File: src/rtl/mixed_precision_csr_pkg.sv
// Shared definitions for the mixed-precision CSR slice: CSR addresses,
// operand formats, and the cycles-per-format decode used by the controller.
package mixed_precision_csr_pkg;

  localparam int unsigned NBITS_MIXED_CYCLES = 3;
  localparam int unsigned NBITS_MAX_KER      = 8;

  localparam logic [11:0] CSR_MPC_FMT   = 12'h00C;
  localparam logic [11:0] CSR_MPC_CYCLE = 12'h00D;
  localparam logic [11:0] CSR_MPC_SKIP  = 12'h00E;

  typedef enum logic [1:0] {
    CSR_OP_NONE  = 2'b00,
    CSR_OP_WRITE = 2'b01,
    CSR_OP_SET   = 2'b10,
    CSR_OP_CLEAR = 2'b11
  } csr_opcode_e;

  // Codes 4'h9..4'hF are illegal and never stored.
  typedef enum logic [3:0] {
    IVEC_FMT_8  = 4'h0,
    IVEC_FMT_4  = 4'h1,
    IVEC_FMT_2  = 4'h2,
    MIXED_2x4   = 4'h3,
    MIXED_2x8   = 4'h4,
    MIXED_2x16  = 4'h5,
    MIXED_4x8   = 4'h6,
    MIXED_4x16  = 4'h7,
    MIXED_8x16  = 4'h8
  } ivec_mode_fmt;

  localparam ivec_mode_fmt MPC_FMT_RESET = IVEC_FMT_8;

  // Number of controller cycles needed per format.
  function automatic logic [3:0] mpc_num_cycles(input ivec_mode_fmt fmt);
    logic [3:0] n;
    case (fmt)
      MIXED_2x4, MIXED_4x8, MIXED_8x16: n = 4'd2;
      MIXED_2x8, MIXED_4x16:            n = 4'd4;
      MIXED_2x16:                       n = 4'd8;
      default:                          n = 4'd1;
    endcase
    return n;
  endfunction

  // A full 32-bit CSR value is a legal format only if it is one of the codes.
  function automatic logic mpc_fmt_legal(input logic [31:0] v);
    return (v[31:4] == '0) && (v[3:0] <= 4'h8);
  endfunction

endpackage

File: src/rtl/mixed_precision_csr_if.sv
// Software CSR access bus from the CS-register file into this block.
interface mixed_precision_csr_if;
  import mixed_precision_csr_pkg::*;

  logic        csr_access_i;
  csr_opcode_e csr_op_i;
  logic [11:0] csr_addr_i;
  logic [31:0] csr_wdata_i;
  logic [31:0] csr_rdata_o;

  modport master (
    output csr_access_i, csr_op_i, csr_addr_i, csr_wdata_i,
    input  csr_rdata_o
  );

  modport slave (
    input  csr_access_i, csr_op_i, csr_addr_i, csr_wdata_i,
    output csr_rdata_o
  );

endinterface

File: src/rtl/mixed_precision_csr_alu.sv
// Combinational CSR update-value generator (WRITE/SET/CLEAR), one instance
// serves whichever register is addressed.
module mpc_csr_alu
  import mixed_precision_csr_pkg::*;
(
  input  csr_opcode_e op,
  input  logic [31:0] old_val,
  input  logic [31:0] wdata,
  output logic [31:0] new_val
);

  // Apply the CSR operation to the currently stored value.
  always_comb begin
    new_val = old_val;
    case (op)
      CSR_OP_WRITE: new_val = wdata;
      CSR_OP_SET:   new_val = old_val | wdata;
      CSR_OP_CLEAR: new_val = old_val & ~wdata;
      default:      new_val = old_val;
    endcase
  end

endmodule

File: src/rtl/mixed_precision_csr.sv
// Mixed-precision CSR state: cycle counter, operand format and skip size,
// arbitrated between software CSR writes and controller write-back.
module mixed_precision_csr
  import mixed_precision_csr_pkg::*;
(
  input  logic                          clk,
  input  logic                          rst_n,
  mixed_precision_csr_if.slave          csr_bus,
  input  logic                          mpc_wcsr_i,
  input  logic [NBITS_MIXED_CYCLES-1:0] mpc_next_cycle_i,
  output logic [NBITS_MIXED_CYCLES-1:0] current_cycle_o,
  output ivec_mode_fmt                  ivec_fmt_o,
  output logic [NBITS_MAX_KER-1:0]      skip_size_o,
  output logic [3:0]                    num_cycles_o,
  output logic                          wrap_o
);

  logic [NBITS_MIXED_CYCLES-1:0] cycle_q, cycle_d;
  ivec_mode_fmt                  fmt_q, fmt_d;
  logic [NBITS_MAX_KER-1:0]      skip_q, skip_d;
  logic                          wrap_q, wrap_d;

  logic [31:0]                   rdata;
  logic [31:0]                   upd_val;
  logic [3:0]                    num_cycles;
  logic [3:0]                    num_cycles_m1;
  logic [NBITS_MIXED_CYCLES-1:0] cycle_mask;
  logic                          sw_we;
  logic                          sw_fmt;
  logic                          sw_cyc;
  logic                          sw_skip;

  assign num_cycles    = mpc_num_cycles(fmt_q);
  assign num_cycles_m1 = num_cycles - 4'd1;
  assign cycle_mask    = num_cycles_m1[NBITS_MIXED_CYCLES-1:0];

  assign sw_we   = csr_bus.csr_access_i && (csr_bus.csr_op_i != CSR_OP_NONE);
  assign sw_fmt  = sw_we && (csr_bus.csr_addr_i == CSR_MPC_FMT);
  assign sw_cyc  = sw_we && (csr_bus.csr_addr_i == CSR_MPC_CYCLE);
  assign sw_skip = sw_we && (csr_bus.csr_addr_i == CSR_MPC_SKIP);

  // Zero-extended readback of the addressed register; doubles as ALU old value.
  always_comb begin
    rdata = '0;
    case (csr_bus.csr_addr_i)
      CSR_MPC_FMT:   rdata = 32'(fmt_q);
      CSR_MPC_CYCLE: rdata = 32'(cycle_q);
      CSR_MPC_SKIP:  rdata = 32'(skip_q);
      default:       rdata = '0;
    endcase
  end

  assign csr_bus.csr_rdata_o = rdata;

  mpc_csr_alu u_alu (
    .op      (csr_bus.csr_op_i),
    .old_val (rdata),
    .wdata   (csr_bus.csr_wdata_i),
    .new_val (upd_val)
  );

  // Next-state: controller write-back first, software writes override it.
  always_comb begin
    cycle_d = cycle_q;
    fmt_d   = fmt_q;
    skip_d  = skip_q;
    wrap_d  = 1'b0;

    if (mpc_wcsr_i && !(sw_fmt || sw_cyc)) begin
      cycle_d = mpc_next_cycle_i & cycle_mask;
      wrap_d  = (cycle_q != '0) && (cycle_d == '0);
    end

    if (sw_cyc) begin
      cycle_d = upd_val[NBITS_MIXED_CYCLES-1:0] & cycle_mask;
    end

    if (sw_fmt && mpc_fmt_legal(upd_val)) begin
      fmt_d   = ivec_mode_fmt'(upd_val[3:0]);
      cycle_d = '0;
    end

    if (sw_skip) begin
      skip_d = (upd_val[NBITS_MAX_KER-1:0] == '0) ? NBITS_MAX_KER'(1)
                                                  : upd_val[NBITS_MAX_KER-1:0];
    end
  end

  // State registers with asynchronous reset.
  always_ff @(posedge clk or negedge rst_n) begin
    if (!rst_n) begin
      cycle_q <= '0;
      fmt_q   <= MPC_FMT_RESET;
      skip_q  <= NBITS_MAX_KER'(1);
      wrap_q  <= 1'b0;
    end else begin
      cycle_q <= cycle_d;
      fmt_q   <= fmt_d;
      skip_q  <= skip_d;
      wrap_q  <= wrap_d;
    end
  end

  assign current_cycle_o = cycle_q;
  assign ivec_fmt_o      = fmt_q;
  assign skip_size_o     = skip_q;
  assign num_cycles_o    = num_cycles;
  assign wrap_o          = wrap_q;

endmodule

File: src/flat_wrapper.sv
// flat-port wrapper written by rule: the top's interface ports become plain ports
module mixed_precision_csr_flat import mixed_precision_csr_pkg::*;
  (clk, rst_n, mpc_wcsr_i, mpc_next_cycle_i, current_cycle_o, ivec_fmt_o, skip_size_o, num_cycles_o, wrap_o, csr_bus_csr_access_i, csr_bus_csr_op_i, csr_bus_csr_addr_i, csr_bus_csr_wdata_i, csr_bus_csr_rdata_o);
  mixed_precision_csr_if csr_bus_i ();
  input  logic clk;
  input  logic rst_n;
  input  logic mpc_wcsr_i;
  input  logic [NBITS_MIXED_CYCLES-1:0] mpc_next_cycle_i;
  output logic [NBITS_MIXED_CYCLES-1:0] current_cycle_o;
  output ivec_mode_fmt ivec_fmt_o;
  output logic [NBITS_MAX_KER-1:0] skip_size_o;
  output logic [3:0] num_cycles_o;
  output logic wrap_o;
  input wire logic [$bits(csr_bus_i.csr_access_i)-1:0] csr_bus_csr_access_i;
  input wire logic [$bits(csr_bus_i.csr_op_i)-1:0] csr_bus_csr_op_i;
  input wire logic [$bits(csr_bus_i.csr_addr_i)-1:0] csr_bus_csr_addr_i;
  input wire logic [$bits(csr_bus_i.csr_wdata_i)-1:0] csr_bus_csr_wdata_i;
  output wire logic [$bits(csr_bus_i.csr_rdata_o)-1:0] csr_bus_csr_rdata_o;
  assign csr_bus_i.csr_access_i = csr_bus_csr_access_i;
  assign csr_bus_i.csr_op_i = csr_bus_csr_op_i;
  assign csr_bus_i.csr_addr_i = csr_bus_csr_addr_i;
  assign csr_bus_i.csr_wdata_i = csr_bus_csr_wdata_i;
  assign csr_bus_csr_rdata_o = csr_bus_i.csr_rdata_o;
  mixed_precision_csr u_core (.clk(clk), .rst_n(rst_n), .csr_bus(csr_bus_i), .mpc_wcsr_i(mpc_wcsr_i), .mpc_next_cycle_i(mpc_next_cycle_i), .current_cycle_o(current_cycle_o), .ivec_fmt_o(ivec_fmt_o), .skip_size_o(skip_size_o), .num_cycles_o(num_cycles_o), .wrap_o(wrap_o));
endmodule
File: config.mk
export PLATFORM = sky130hd
export DESIGN_NAME = mixed_precision_csr_flat
export DESIGN_NICKNAME = d
export VERILOG_FILES = /design/src/rtl/mixed_precision_csr_pkg.sv /design/src/rtl/mixed_precision_csr_if.sv /design/src/rtl/mixed_precision_csr_alu.sv /design/src/rtl/mixed_precision_csr.sv /design/src/flat_wrapper.sv
export SDC_FILE = /design/constraint.sdc
export NUM_CORES = 1
export LEC_CHECK = 0
export CORE_MARGIN = 1.5
export CORE_UTILIZATION = 30
export DETAILED_ROUTE_END_ITERATION = 8
export DONT_BUFFER_PORTS = 1
export SYNTH_ARGS = -nofsm -noshare
export SYNTH_HDL_FRONTEND = slang
export SYNTH_SLANG_ARGS = --single-unit
File: constraint.sdc
create_clock -name clk -period 2.2 [get_ports clk]
set_input_delay 0.22 -clock clk [delete_from_list [all_inputs] [get_ports clk]]
set_output_delay 0.22 -clock clk [all_outputs]
set_load 0.03 [all_outputs]
==> run summary, run 1 <==
Distinct cells, synth: 49
drt total wl: 4260 um
fin cells: 274
Synth Instances: 196
status: complete, no violations
clk slew on worst S/H paths: 0.07 ns
Pint: 0.502 mW
gr ovfl total: 0
register area share after synthesis: 24.7%
Placed Cells: 269
CP max-delay cell: or4b_2
diode count: 0
WP data arrival: 1.87 ns
setup bufs post-CTS: 0
fin. max-slew vios: 0
switching power: 0.216 mW
vias in the first global route: 1368
GRT Overall Usage: 14.9%
share of cells above drive strength 1: 15.2%
clk sink count: 16
Bufs on Longest Clock Path: 2
CORE AREA: 0.00517 sq mm
Setup-failing EPs final: 0
CP Max Fanout: 4
number of flops mapped to enable cells by yosys: 0
Reg power frac: 41.2%
top post-synthesis cells by area: dfrtp_1 23%, buf_4 11%, xnor2_1 4.8%, nand2_1 3.5%, nor2_1 3.2%
Skew-Pair Late Insertion Delay: 0.26 ns
Power per Cell Area: 416 mW/mm^2
DR iter-0 viols: 51
routed len/inst: 15.6 um
total CTS buffers: 3
TritonCTS clock tree: yes
first-pass GRT wire length: 6820 um
Syn Area/Cell: 8.31 sq um
Clock Skew: 0.00236 ns
largest net degree at the start of global routing: 18
worst path cell trace: or4b_2 > o21ai_0 > inv_1
Port Buffers: 0
RSZ-0062 raised after global routing: no
Crit Reg-Reg Startpoint: u_core.current_cycle_o[1]
CTS root buffer: clkbuf_8
Mapped Area: 0.00163 sq mm
CTS resizes: 0
Synth top area share: 23.1%
Die Span Y: 76.7 um
DRT antenna net count: 0
Worst Setup Start Kind: flip-flop
Seq cells post-synth: 16
VDD IR-drop max: 0.166 mV
worst setup margin: 0.113 ns
DRT Pass-1 Iters: 4
yosys warns: 0
synthesis-to-layout area growth: 5.92%
Worst Max-Slew Pin Slew: 0.787 ns
type of element capturing the critical path: output pin
min Tclk post-route: 2.09 ns
hold path start: mpc_next_cycle_i[0]
# IOs: 105
final worst-path cycle share: 94.9%
H-Tree Level Count: 1
full die area: 0.00588 sq mm
area leader, netlist: dfrtp_1
Die X: 76.7 um
residual DRC count: 0
top_reg_cell synth: dfrtp_1
initial antenna violation count: 0
GP Congestion: 0.841
Starting Density: 31.5%
switch share: 30.1%
Fin. Hold Viols: 0
asr flop ratio synth: 100%
Leak: 0.721 nW
via/cell ratio: 5.16
part of the power in combinational logic: 21.1%
setup tns final: 0 ns
max_cap viols: 0
Data required, critical path: 1.98 ns
Clk pwr share: 37.7%
worst hold path type: input pin to flip-flop
Place WS: 0.223 ns
Layout Nets: 258
Max Clock Freq: 479 MHz
hpwl dp: 3410 um
crit-path max cell delay: 0.70 ns
vias: 1413
row count: 26
critical path class: flip-flop to output pin
max_slew headroom: 47.4%
Critical Path Start: u_core.ivec_fmt_o[1]
## layout by cell type (no fill, tap or decap), types with 3 or more instances in the layout
cell,Yosys,final
nand2b_1,3,3
nor2b_1,3,3
a22oi_1,5,5
buf_4,24,14
o211ai_1,5,5
nand3_1,6,6
o21ai_2,3,3
o21ai_0,10,10
nand2_1,15,15
o21a_1,7,7
conb_1,1,24
nor2_1,14,14
clkbuf_8,0,4
nor4_1,7,7
inv_1,3,3
o2bb2ai_1,4,4
a2bb2oi_1,3,3
dfrtp_1,15,15
xnor2_1,9,9
nor3_1,3,3
mux2i_1,4,4
and2_1,6,6
a22o_1,4,4
## critical path, delay by kind of cell (launching register included)
kind,cells,cell delay [ns]
compound gates,1,0.22
buf+inv,1,0.27
flops,1,0.42
simple gates,1,0.70
## per-stage QoR
| step | util, % | power (mW) | instance area, sq um | hold WS (ns) |
|---|---|---|---|---|
| after global routing | 33.3 | 0.754 | 1720 | 0.158 |
| after global placement | 32.1 | 0.443 | 1660 | -0.0753 |
| after detailed placement | 32.1 | 0.444 | 1660 | -0.0752 |
| final | 33.3 | 0.718 | 1720 | 0.154 |
| after CTS | 33.3 | 0.725 | 1720 | 0.154 |
| after floorplan | - | 0.484 | 1720 | -0.0756 |
## Yosys cell counts (all sizes together) (2+ instances only)
library cell,count
nor2,14
dfrtp,15
xor2,2
nor3,3
and3,2
nand2,15
xnor2,9
o211ai,5
a22oi,5
o21ai,15
a21oi,2
nor2b,4
or2,2
a211oi,2
buf,32
and4,2
and2,6
o21a,7
clkbuf,2
inv,3
nor4,8
a22o,4
nand3b,2
a2bb2oi,3
mux2i,4
o2bb2ai,4
nand2b,3
nand3,6
a21o,2
## cell families after synthesis
group	synth area share (%)
AOI/OAI and AO/OA	25.7
xor gates and xnor gates	5.92
buffers and inverters	16.2
DFF	24.7
muxes	2.46
other	0.230
and+or+nand+nor	24.8
## worst paths after layout
check                           slack, ns  depth (start not counted)                         to
worst max-delay path                 0.11                          3            num_cycles_o[0]
worst min-delay path                 0.15                          2              u_core.wrap_o
worst max register to register       0.21                          6  u_core.current_cycle_o[0]
worst min register to register       0.57                          1       u_core.ivec_fmt_o[2]
max in group asynchronous            1.22                          1      u_core.skip_size_o[5]
min in group asynchronous            0.48                          1              u_core.wrap_o
## layout make-up
class / count / area [sq um]
clock buffers: 4 / 55.1
fillers: 556 / 3450
inverters: 3 / 11.3
multi-input cells: 166 / 1050
flip-flops and latches: 16 / 402
well taps: 70 / 87.6
repair buffers: 15 / 115
## state kept, by name, summed over array words and instances (netlist names)
register	cells
u_core.current_cycle_o	3
u_core.wrap_o	1
u_core.skip_size_o	8
u_core.ivec_fmt_o	4
## power groups by stage
stage / logic, mW / registers [mW] / clock network, mW
global route: 0.166 / 0.295 / 0.293
floorplan: 0.183 / 0.301 / 0
detailed placement: 0.143 / 0.301 / 0
global placement: 0.142 / 0.301 / 0
CTS: 0.151 / 0.295 / 0.279
finish: 0.152 / 0.296 / 0.271
## repair_timing
action / in CTS / in global routing
hold buffers: 1 / 0
setup endpoints to repair: 0 / 0
endpoints found under the hold margin: 16 / 0
## layer usage
layer,track usage (%),vias up,share of wire [%]
met4,3.89,0,0.92
met2,23.5,78,48
li1,-,677,-
met3,5.36,5,8.7
met1,19.1,653,43
met5,0,-,0
Power figures use the tool's default switching activity.
==> run 2, diff against run 1 <==
--- a/config.mk
+++ b/config.mk
@@ -9,6 +9,7 @@
 export CORE_UTILIZATION = 30
 export DETAILED_ROUTE_END_ITERATION = 8
 export DONT_BUFFER_PORTS = 1
+export MAX_ROUTING_LAYER = met4
 export SYNTH_ARGS = -nofsm -noshare
 export SYNTH_HDL_FRONTEND = slang
 export SYNTH_SLANG_ARGS = --single-unit
==> run 2 against run 1 <==
Effect of this change:
- first-iteration DRC count up 14%
- clock skew hardly changed
- non-clock buffer count unchanged
- combinational power barely moved
- register-to-register slack barely moved
- flip-flop and latch count unchanged
- sequential share of layout area unchanged
- setup slack improved by 0.0065 ns
- sequential power about the same
- core utilization stayed put
- global-route usage up 0.40 points
- critical endpoint unchanged
- largest cell class unchanged
- largest power group unchanged
==> run summary, run 2 (same netlist as run 1, synthesis figures left out) <==
status: complete, no violations
end of the critical path: num_cycles_o[0]
diode count: 0
Worst Setup Start Kind: flip-flop
fin. max-slew vios: 0
commonest non-fill, non-tap cell in the layout: conb_1
min Tclk post-route: 2.08 ns
gr ovfl total: 0
area of the multi-input gates: 0.00105 sq mm
DR iter-0 viols: 58
total CTS buffers: 3
Leak: 0.721 nW
Worst R2R Path Depth: 6
CTS root buffer: clkbuf_8
Die X: 76.7 um
row count: 26
via/cell ratio: 5.18
VDD IR-drop max: 0.166 mV
Die Span Y: 76.7 um
Pwr Total: 0.718 mW
TritonCTS clock tree: yes
vias in the first global route: 1371
Data required, critical path: 1.98 ns
Setup-failing EPs final: 0
# IOs: 105
Critical Path Start: u_core.ivec_fmt_o[1]
critical path class: flip-flop to output pin
Reg2Reg Capture Point: u_core.current_cycle_o[0]
GP Congestion: 0.854
Layout Nets: 258
GRT Overall Usage: 15.3%
Worst Max-Slew Pin Slew: 0.781 ns
Bufs on Longest Clock Path: 2
# fillers: 556
Crit Reg-Reg Startpoint: u_core.current_cycle_o[1]
Starting Density: 31.5%
Place WS: 0.223 ns
max_cap viols: 0
Power per Cell Area: 416 mW/mm^2
DRT antenna net count: 0
type of element capturing the critical path: output pin
H-Tree Level Count: 1
Max Clock Freq: 481 MHz
clk sink count: 16
DRT Pass-1 Iters: 5
routed len/inst: 15.6 um
Largest register FFs: 8
Skew-Pair Late Insertion Delay: 0.26 ns
share of cells above drive strength 1: 15.2%
first-pass GRT wire length: 6820 um
synthesis-to-layout area growth: 5.92%
vias: 1419
setup bufs post-CTS: 0
final worst-path cycle share: 94.6%
largest net degree at the start of global routing: 18
CORE AREA: 0.00517 sq mm
drt total wl: 4270 um
WP data arrival: 1.86 ns
CP Max Fanout: 4
full die area: 0.00588 sq mm
Port Buffers: 0
worst setup margin: 0.119 ns
register area: 402 sq um
max_slew headroom: 47.8%
worst hold path type: input pin to flip-flop
Fin. Hold Viols: 0
setup tns final: 0 ns
clk slew on worst S/H paths: 0.07 ns
initial antenna violation count: 0
RSZ-0062 raised after global routing: no
hpwl dp: 3410 um
residual DRC count: 0
most frequent cells in the layout: 24 x conb_1, 15 x nand2_1, 15 x dfrtp_1
Reg2Reg Setup Slack: 0.20 ns
Clock Skew: 0.00233 ns
-- run 2: cell counts in the layout (fill, tap and decap cells not counted) --
No cell type changed its count.
-- run 2: critical path, cell delays in order (launching register included) --
cell and delay (ns):
dfrtp_1 0.42, or4b_2 0.70, o21ai_0 0.22, inv_1 0.27
-- run 2: cell type report --
type	instances	area share [%]
Timing Repair Buffer	15	6.68
Sequential cell	16	23.3
Tap cell	70	5.08
Inverter	3	0.653
Multi-Input combinational cell	166	61.1
Clock buffer	4	3.19
-- run 2: worst min path at each step --
stage,cells past startpoint,from,endpoint,slack [ns]
floorplan,0,rst_n,u_core.current_cycle_o[0],-0.08
global placement,0,rst_n,u_core.wrap_o,-0.08
detailed placement,0,rst_n,u_core.wrap_o,-0.08
CTS,2,mpc_next_cycle_i[0],u_core.wrap_o,0.15
global route,2,mpc_next_cycle_i[0],u_core.wrap_o,0.16
finish,2,mpc_next_cycle_i[0],u_core.wrap_o,0.16
-- run 2: where the power goes --
part	leakage (nW)	internal, mW	switching [mW]	total, mW
combinational	0.472	0.0481	0.103	0.152
clock	0.0288	0.159	0.112	0.271
sequential	0.220	0.295	0.000895	0.296
total	0.721	0.502	0.216	0.718
-- run 2: layer usage --
metal  part of all wire, %  global-route usage (%)
met2                    47                    23.5
met4                   1.1                    3.89
met3                   8.9                    5.48
met5                     0                       -
met1                    43                    19.0
-- run 2: per-stage QoR --
step / utilization, % / std cells / hold WS [ns] / cell area [sq um]
after global routing: 33.3 / 274 / 0.163 / 1720
after detailed placement: 32.1 / 269 / -0.0752 / 1660
after CTS: 33.3 / 274 / 0.154 / 1720
after global placement: 32.1 / 269 / -0.0753 / 1660
final: 33.3 / 274 / 0.158 / 1720
after floorplan: - / 219 / -0.0756 / 1720
-- run 2: repair_timing --
| item | 4_1_cts | 5_1_grt |
|---|---|---|
| hold buffers | 1 | 0 |
| hold endpoints to repair | 16 | 0 |
| gates resized for setup | 0 | 0 |
